===== config.mk =====
export PLATFORM = sky130hd
export DESIGN_NAME = decode_stage
export DESIGN_NICKNAME = d
export VERILOG_FILES = /design/src/rtl/decode_stage.sv
export SDC_FILE = /design/constraint.sdc
export NUM_CORES = 1
export LEC_CHECK = 0
export ABC_AREA = 1
export BUFFER_PORTS_ARGS = -buffer_cell sky130_fd_sc_hd__buf_2
export CORE_AREA = 3 3 99 101
export CTS_CLUSTER_DIAMETER = 100
export CTS_CLUSTER_SIZE = 24
export DETAILED_ROUTE_END_ITERATION = 8
export DIE_AREA = 0 0 102 104
export GPL_ROUTABILITY_DRIVEN = 0
export GPL_TIMING_DRIVEN = 0
export PLACE_DENSITY = 0.78
export SETUP_SLACK_MARGIN = 0.02
export SYNTH_ARGS = -nofsm -noshare
export SYNTH_HDL_FRONTEND = slang
export SYNTH_SLANG_ARGS = --single-unit

===== constraint.sdc =====
create_clock -name clk -period 2.5 [get_ports clk]
set_input_delay 0.25 -clock clk [delete_from_list [all_inputs] [get_ports clk]]
set_output_delay 0.25 -clock clk [all_outputs]
set_load 0.02 [all_outputs]

===== src/rtl/decode_stage.sv =====
// decode_stage -- registered RV32I/RV64I decode stage between fetch and execute.
//
// Takes a raw instruction and its pc from fetch through a valid/ready handshake.
// It splits out the register fields and classifies the instruction format.
// It sign-extends the immediate to XLEN and flags illegal encodings so that
// execute can trap. The decoded bundle is registered with a latency of one
// cycle. Back-to-back accepts give full throughput. A flush drops both the held
// bundle and the incoming instruction.
//
// Parameters:
//   XLEN   datapath width (32 or 64); width of pc and imm
//   CNT_W  statistics counter width (present only with DECODE_STATS_EN)
//
// Ports:
//   clk, rst (sync, active-high), flush
//   in_valid / in_ready / in_instr[31:0] / in_pc[XLEN-1:0]     fetch side
//   out_valid / out_ready                                      execute side
//   out_pc, out_opcode, out_funct3, out_funct7, out_rs1/rs2/rd (raw fields)
//   out_fmt (0=NONE 1=R 2=I 3=S 4=B 5=U 6=J), out_imm (sign-extended)
//   out_use_rs1, out_use_rs2, out_wr_rd, out_illegal
//
// Build option DECODE_STATS_EN: adds stat_decoded and stat_illegal, which are
// saturating counts of accepts and of illegal accepts. Only rst clears them.
module decode_stage #(
  parameter int unsigned XLEN = 32
`ifdef DECODE_STATS_EN
  , parameter int unsigned CNT_W = 32
`endif
) (
  input  logic            clk,
  input  logic            rst,
  input  logic            flush,
  input  logic            in_valid,
  output logic            in_ready,
  input  logic [31:0]     in_instr,
  input  logic [XLEN-1:0] in_pc,
  output logic            out_valid,
  input  logic            out_ready,
  output logic [XLEN-1:0] out_pc,
  output logic [6:0]      out_opcode,
  output logic [2:0]      out_funct3,
  output logic [6:0]      out_funct7,
  output logic [4:0]      out_rs1,
  output logic [4:0]      out_rs2,
  output logic [4:0]      out_rd,
  output logic [2:0]      out_fmt,
  output logic [XLEN-1:0] out_imm,
  output logic            out_use_rs1,
  output logic            out_use_rs2,
  output logic            out_wr_rd,
  output logic            out_illegal
`ifdef DECODE_STATS_EN
  ,
  output logic [CNT_W-1:0] stat_decoded,
  output logic [CNT_W-1:0] stat_illegal
`endif
);

  typedef enum logic [2:0] {
    FMT_NONE = 3'd0,
    FMT_R    = 3'd1,
    FMT_I    = 3'd2,
    FMT_S    = 3'd3,
    FMT_B    = 3'd4,
    FMT_U    = 3'd5,
    FMT_J    = 3'd6
  } fmt_e;

  logic [6:0]      opc;
  logic [6:0]      f7;
  fmt_e            fmt_raw;
  fmt_e            fmt_d;
  logic            illegal_d;
  logic [31:0]     imm32;
  logic [XLEN-1:0] imm_d;
  logic            use_rs1_d;
  logic            use_rs2_d;
  logic            wr_rd_d;
  logic            accept;

  assign opc      = in_instr[6:0];
  assign f7       = in_instr[31:25];
  assign in_ready = !flush && (!out_valid || out_ready);
  assign accept   = in_valid && in_ready;

  always_comb begin
    fmt_raw = FMT_NONE;
    case (opc)
      7'b0110011:                         fmt_raw = FMT_R;
      7'b0000011, 7'b0010011, 7'b1100111: fmt_raw = FMT_I;
      7'b0100011:                         fmt_raw = FMT_S;
      7'b1100011:                         fmt_raw = FMT_B;
      7'b0110111, 7'b0010111:             fmt_raw = FMT_U;
      7'b1101111:                         fmt_raw = FMT_J;
      7'b0011011: if (XLEN == 64)         fmt_raw = FMT_I;
      7'b0111011: if (XLEN == 64)         fmt_raw = FMT_R;
      default:                            fmt_raw = FMT_NONE;
    endcase
  end

  always_comb begin
    illegal_d = (in_instr[1:0] != 2'b11) || (fmt_raw == FMT_NONE) ||
                ((fmt_raw == FMT_R) && (f7 != 7'b0000000) && (f7 != 7'b0100000));
    // An illegal word carries no format, so the immediate and the register-use
    // flags all fall out as zero.
    fmt_d = illegal_d ? FMT_NONE : fmt_raw;

    imm32 = '0;
    case (fmt_d)
      FMT_I:   imm32 = {{20{in_instr[31]}}, in_instr[31:20]};
      FMT_S:   imm32 = {{20{in_instr[31]}}, in_instr[31:25], in_instr[11:7]};
      FMT_B:   imm32 = {{19{in_instr[31]}}, in_instr[31], in_instr[7],
                        in_instr[30:25], in_instr[11:8], 1'b0};
      FMT_U:   imm32 = {in_instr[31:12], 12'b0};
      FMT_J:   imm32 = {{11{in_instr[31]}}, in_instr[31], in_instr[19:12],
                        in_instr[20], in_instr[30:21], 1'b0};
      default: imm32 = '0;
    endcase
    // Extend from bit 31 so the same path serves XLEN=32 and XLEN=64.
    imm_d = XLEN'($signed(imm32));

    use_rs1_d = (fmt_d == FMT_R) || (fmt_d == FMT_I) || (fmt_d == FMT_S) || (fmt_d == FMT_B);
    use_rs2_d = (fmt_d == FMT_R) || (fmt_d == FMT_S) || (fmt_d == FMT_B);
    wr_rd_d   = ((fmt_d == FMT_R) || (fmt_d == FMT_I) || (fmt_d == FMT_U) || (fmt_d == FMT_J)) &&
                (in_instr[11:7] != 5'd0);
  end

  always_ff @(posedge clk) begin
    if (rst) begin
      out_valid   <= 1'b0;
      out_pc      <= '0;
      out_opcode  <= '0;
      out_funct3  <= '0;
      out_funct7  <= '0;
      out_rs1     <= '0;
      out_rs2     <= '0;
      out_rd      <= '0;
      out_fmt     <= '0;
      out_imm     <= '0;
      out_use_rs1 <= 1'b0;
      out_use_rs2 <= 1'b0;
      out_wr_rd   <= 1'b0;
      out_illegal <= 1'b0;
    end else if (flush) begin
      out_valid <= 1'b0;
    end else if (accept) begin
      out_valid   <= 1'b1;
      out_pc      <= in_pc;
      out_opcode  <= opc;
      out_funct3  <= in_instr[14:12];
      out_funct7  <= f7;
      out_rs1     <= in_instr[19:15];
      out_rs2     <= in_instr[24:20];
      out_rd      <= in_instr[11:7];
      out_fmt     <= fmt_d;
      out_imm     <= imm_d;
      out_use_rs1 <= use_rs1_d;
      out_use_rs2 <= use_rs2_d;
      out_wr_rd   <= wr_rd_d;
      out_illegal <= illegal_d;
    end else if (out_ready) begin
      out_valid <= 1'b0;
    end
  end

`ifdef DECODE_STATS_EN
  always_ff @(posedge clk) begin
    if (rst) begin
      stat_decoded <= '0;
      stat_illegal <= '0;
    end else if (accept) begin
      if (stat_decoded != '1) stat_decoded <= stat_decoded + CNT_W'(1);
      if (illegal_d && (stat_illegal != '1)) stat_illegal <= stat_illegal + CNT_W'(1);
    end
  end
`endif

endmodule

==> parameters.txt <==
Parameter                              Value

Synthesis
  Proportion of netlist area held by the largest area contributor ... 48.5%
  Sequential-to-total area share from yosys stat ... 48.5%
  Syn Nets ... 657
  Synth cell count leaders ... sky130_fd_sc_hd__nand2_1, sky130_fd_sc_hd__dfxtp_1, sky130_fd_sc_hd__a21oi_1
  Dominant cell type by area after synthesis ... sky130_fd_sc_hd__dfxtp_1
  Area of the mapped netlist ... 4290 sq um
  Number of flops mapped to enable cells by yosys ... 0
  Distinct cell type count after synthesis ... 26
  Async set or reset register ratio after synthesis ... 0%
  Dominant synthesized flop cell ... sky130_fd_sc_hd__dfxtp_1
  Most used standard cell by instance count after synthesis ... sky130_fd_sc_hd__nand2_1
  Average footprint of a synthesized cell ... about 7.3 sq um
  Warnings, synthesis ... 0
  Synthesized netlist cell count ... 584
  Biggest area contributors in the synthesized netlist ... sky130_fd_sc_hd__dfxtp_1, sky130_fd_sc_hd__nand2_1, sky130_fd_sc_hd__a21oi_1, sky130_fd_sc_hd__nand3_1, sky130_fd_sc_hd__nand3_2
  Total of flip-flops plus latches after synthesis ... 104

Die
  Area of the die ... 10,600 sq um
  Width of the die ... 102 um
  Total I/O pin count ... ~170
  Starting Density ... ~47%
  Core footprint ... between 9000 and 10,000 sq um
  Vertical die dimension ... between 100 and 150 um
  FP Rows ... 35

Critical path
  Cell chain of the critical path ... buf_2 > inv_2 > nand2_1 > nor2_2 > nand3_1 > nor2_1 > nor2_1 > nand3_1 > nand3_1 > inv_1 > ha_1 > clkbuf_1 > nand3_1 > nand3_2 > nand2_1 > a21oi_1
  Endpoint type of the worst setup path ... flop
  Crit Path Class ... in2reg
  Delay contributed by the slowest stage of the critical path ... 0.42 ns
  Library cell contributing the largest single delay on the critical path ... sky130_fd_sc_hd__clkbuf_1
  Count of buffer and inverter cells on the critical path ... 4
  Top cell family by delay on the critical path ... simple AND/OR/NAND/NOR gates
  Cell repeated most along the worst path ... sky130_fd_sc_hd__nand3_1
  Maximum fanout count along the critical path ... 10
  Required time at the worst-slack endpoint ... 2.80 ns
  Category of the worst setup path launch point ... input pin
  Endpoint arrival time on the critical path ... 2.52 ns

Power
  Switching portion of total power ... 28.2%
  Cell Pwr Density ... just under 600 nW/um^2
  Clock Power Share ... about a third
  Worst ir drop on vdd ... between 0.3 and 0.4 mV
  Final Power ... 3250 uW
  Leakage dissipation ... between 0.002 and 0.003 uW
  Comb pwr share ... 13.4%
  Internal portion of total power ... roughly 2300 uW
  Register share of total power ... 53.7%
  Psw ... 917 uW

Finish
  Fraction of layout instances using a drive strength above 1 ... around 30%
  Number of inserted diodes ... 0
  Net count, final ... 839
  Area delta synth->final ... 27.9%

Clock tree
  Number of buffers created by CTS ... 9
  TritonCTS clock tree ... built
  Library cell used as clock root buffer ... sky130_fd_sc_hd__clkbuf_8
  Post-CTS sizing ... 0
  Setup Fix Bufs, Post-CTS ... 0
  Clock sinks ... 104
  H-Tree Depth ... 3
  Post-CTS Hold Buffers ... 0
  Clock buffer depth ... 2
  Skew-Pair Late Insertion Delay ... approximately 0.37 ns
  Clock slew at reported path FFs ... 0.10 ns

STA
  Final Hold Violating Endpoints ... 0
  F_max ... 449 MHz
  Slew of the pin with the lowest slew margin ... 0.636 ns
  Unrepaired setup endpoints after global routing ... no
  Max Clock Skew ... ~0.013 ns
  Min Tclk post-route ... 2.22 ns
  Share of the clock period used by the worst path ... 89.0%
  Worst slew margin relative to its limit ... ~58%
  Max-slew violation count ... 0
  Worst Hold Margin ... 0.0749 ns
  Setup violators final ... 0

Drt
  Detailed Route WL ... about 12,000 um
  DR pass1 iterations ... 5
  Routed wire length per instance ... 14.1 um
  Vias/cell ... 5.10
  Residual antenna-violating net count after detailed routing ... 0
  Overall via count from detail_route ... 4,497
  Iteration-0 DRC Markers ... between 200 and 250
  DRC Markers ... 0

Placed design
  Port buffer count ... 171
  Final HPWL from detailed placement ... 9640 um

GRT
  Grt total ovfl ... 0
  Vias in the first global route ... 4,234
  First-pass GRT wire length ... 19,600 um
  All-Layer GR Usage ... around 23%
  Antenna violations before repair ... 0
  Largest net degree at the start of global routing ... 19

Outcome
  Run status ... completed

Hold path
  Class of the worst hold path ... in2reg

Run
  Number of violations of the max-capacitance limit ... 0
-- final timing paths --
kind	start	endpoint	slack, ns	depth (start not counted)
min	flush	out_valid	0.07	2
min reg2reg	out_imm[19]	out_imm[19]	0.47	2
max reg2reg	out_valid	out_wr_rd	0.78	7
max	in_instr[2]	out_imm[26]	0.28	16
-- power by group through the flow --
| stage | clock [uW] | sequential [uW] | combinational (uW) |
|---|---|---|---|
| after detailed placement | 0 | 1780 | 434 |
| after global placement | 0 | 1780 | 426 |
| after global routing | 1170 | 1750 | 476 |
| after CTS | 1090 | 1740 | 436 |
| after floorplan | 0 | 1850 | 175 |
| final | 1070 | 1740 | 434 |
-- cell type report --
class                           count  area (sq um)
Fill cell                         868          3620
Clock inverter                      7          77.6
Clock buffer                        9           124
Tap cell                          111           139
Multi-Input combinational cell    419          1950
Buffer                             40           181
Sequential cell                   104          2080
Timing Repair Buffer              171           856
Inverter                           21          78.8
-- through the flow --
stage	instance area [sq um]	setup WS [ns]	TNS, ns	utilization (%)	instances
2_1_floorplan	4290	0.417	0	-	584
3_3_place_gp	5290	-0.0937	-0.749	58.0	866
3_5_place_dp	5290	-0.137	-1.65	58.0	866
4_1_cts	5490	0.229	0	60.2	882
5_1_grt	5490	0.0739	0	60.3	882
6_report	5490	0.275	0	60.3	882
-- layer usage --
metal	wire, um	up-vias	GRT usage, %	share of wire (%)
met4	283	0	7.87	2.3
li1	-	2248	-	-
met5	0	-	0	0
met1	5370	2052	29.4	43
met2	5920	171	38.3	47
met3	909	26	4.16	7.3
-- cells in the final DEF (no fill, tap or decap), drive strengths merged --
cell        n
o21a        1
o211ai      2
or2         1
a22oi       1
o21ai      10
nand3      48
clkbuf     32
inv        24
buf       188
nor2       13
ha          4
nand2     231
bufinv      1
nor3        4
clkinv      2
clkinvlp    1
o2111ai     1
nand4       1
a21oi     102
dfxtp     104
-- state kept, by name (all words and copies together), names as in the netlist --
signal,flops
out_use_rs1,1
out_use_rs2,1
out_funct3,3
out_rs2,5
out_rs1,5
out_illegal,1
out_funct7,7
out_valid,1
out_imm,32
out_wr_rd,1
out_fmt,3
out_pc,32
out_opcode,7
out_rd,5
-- cell families (layout without fill, tap and decap cells) --
group,count (synthesis),after routing,share of synthesized area (%)
compound gates,117,117,14.0
fa+ha+maj,4,4,1.17
buf+inv,61,248,6.03
flops,104,104,48.5
simple gates,298,298,30.3
Note: power is estimated with default switching activity, not from simulation.
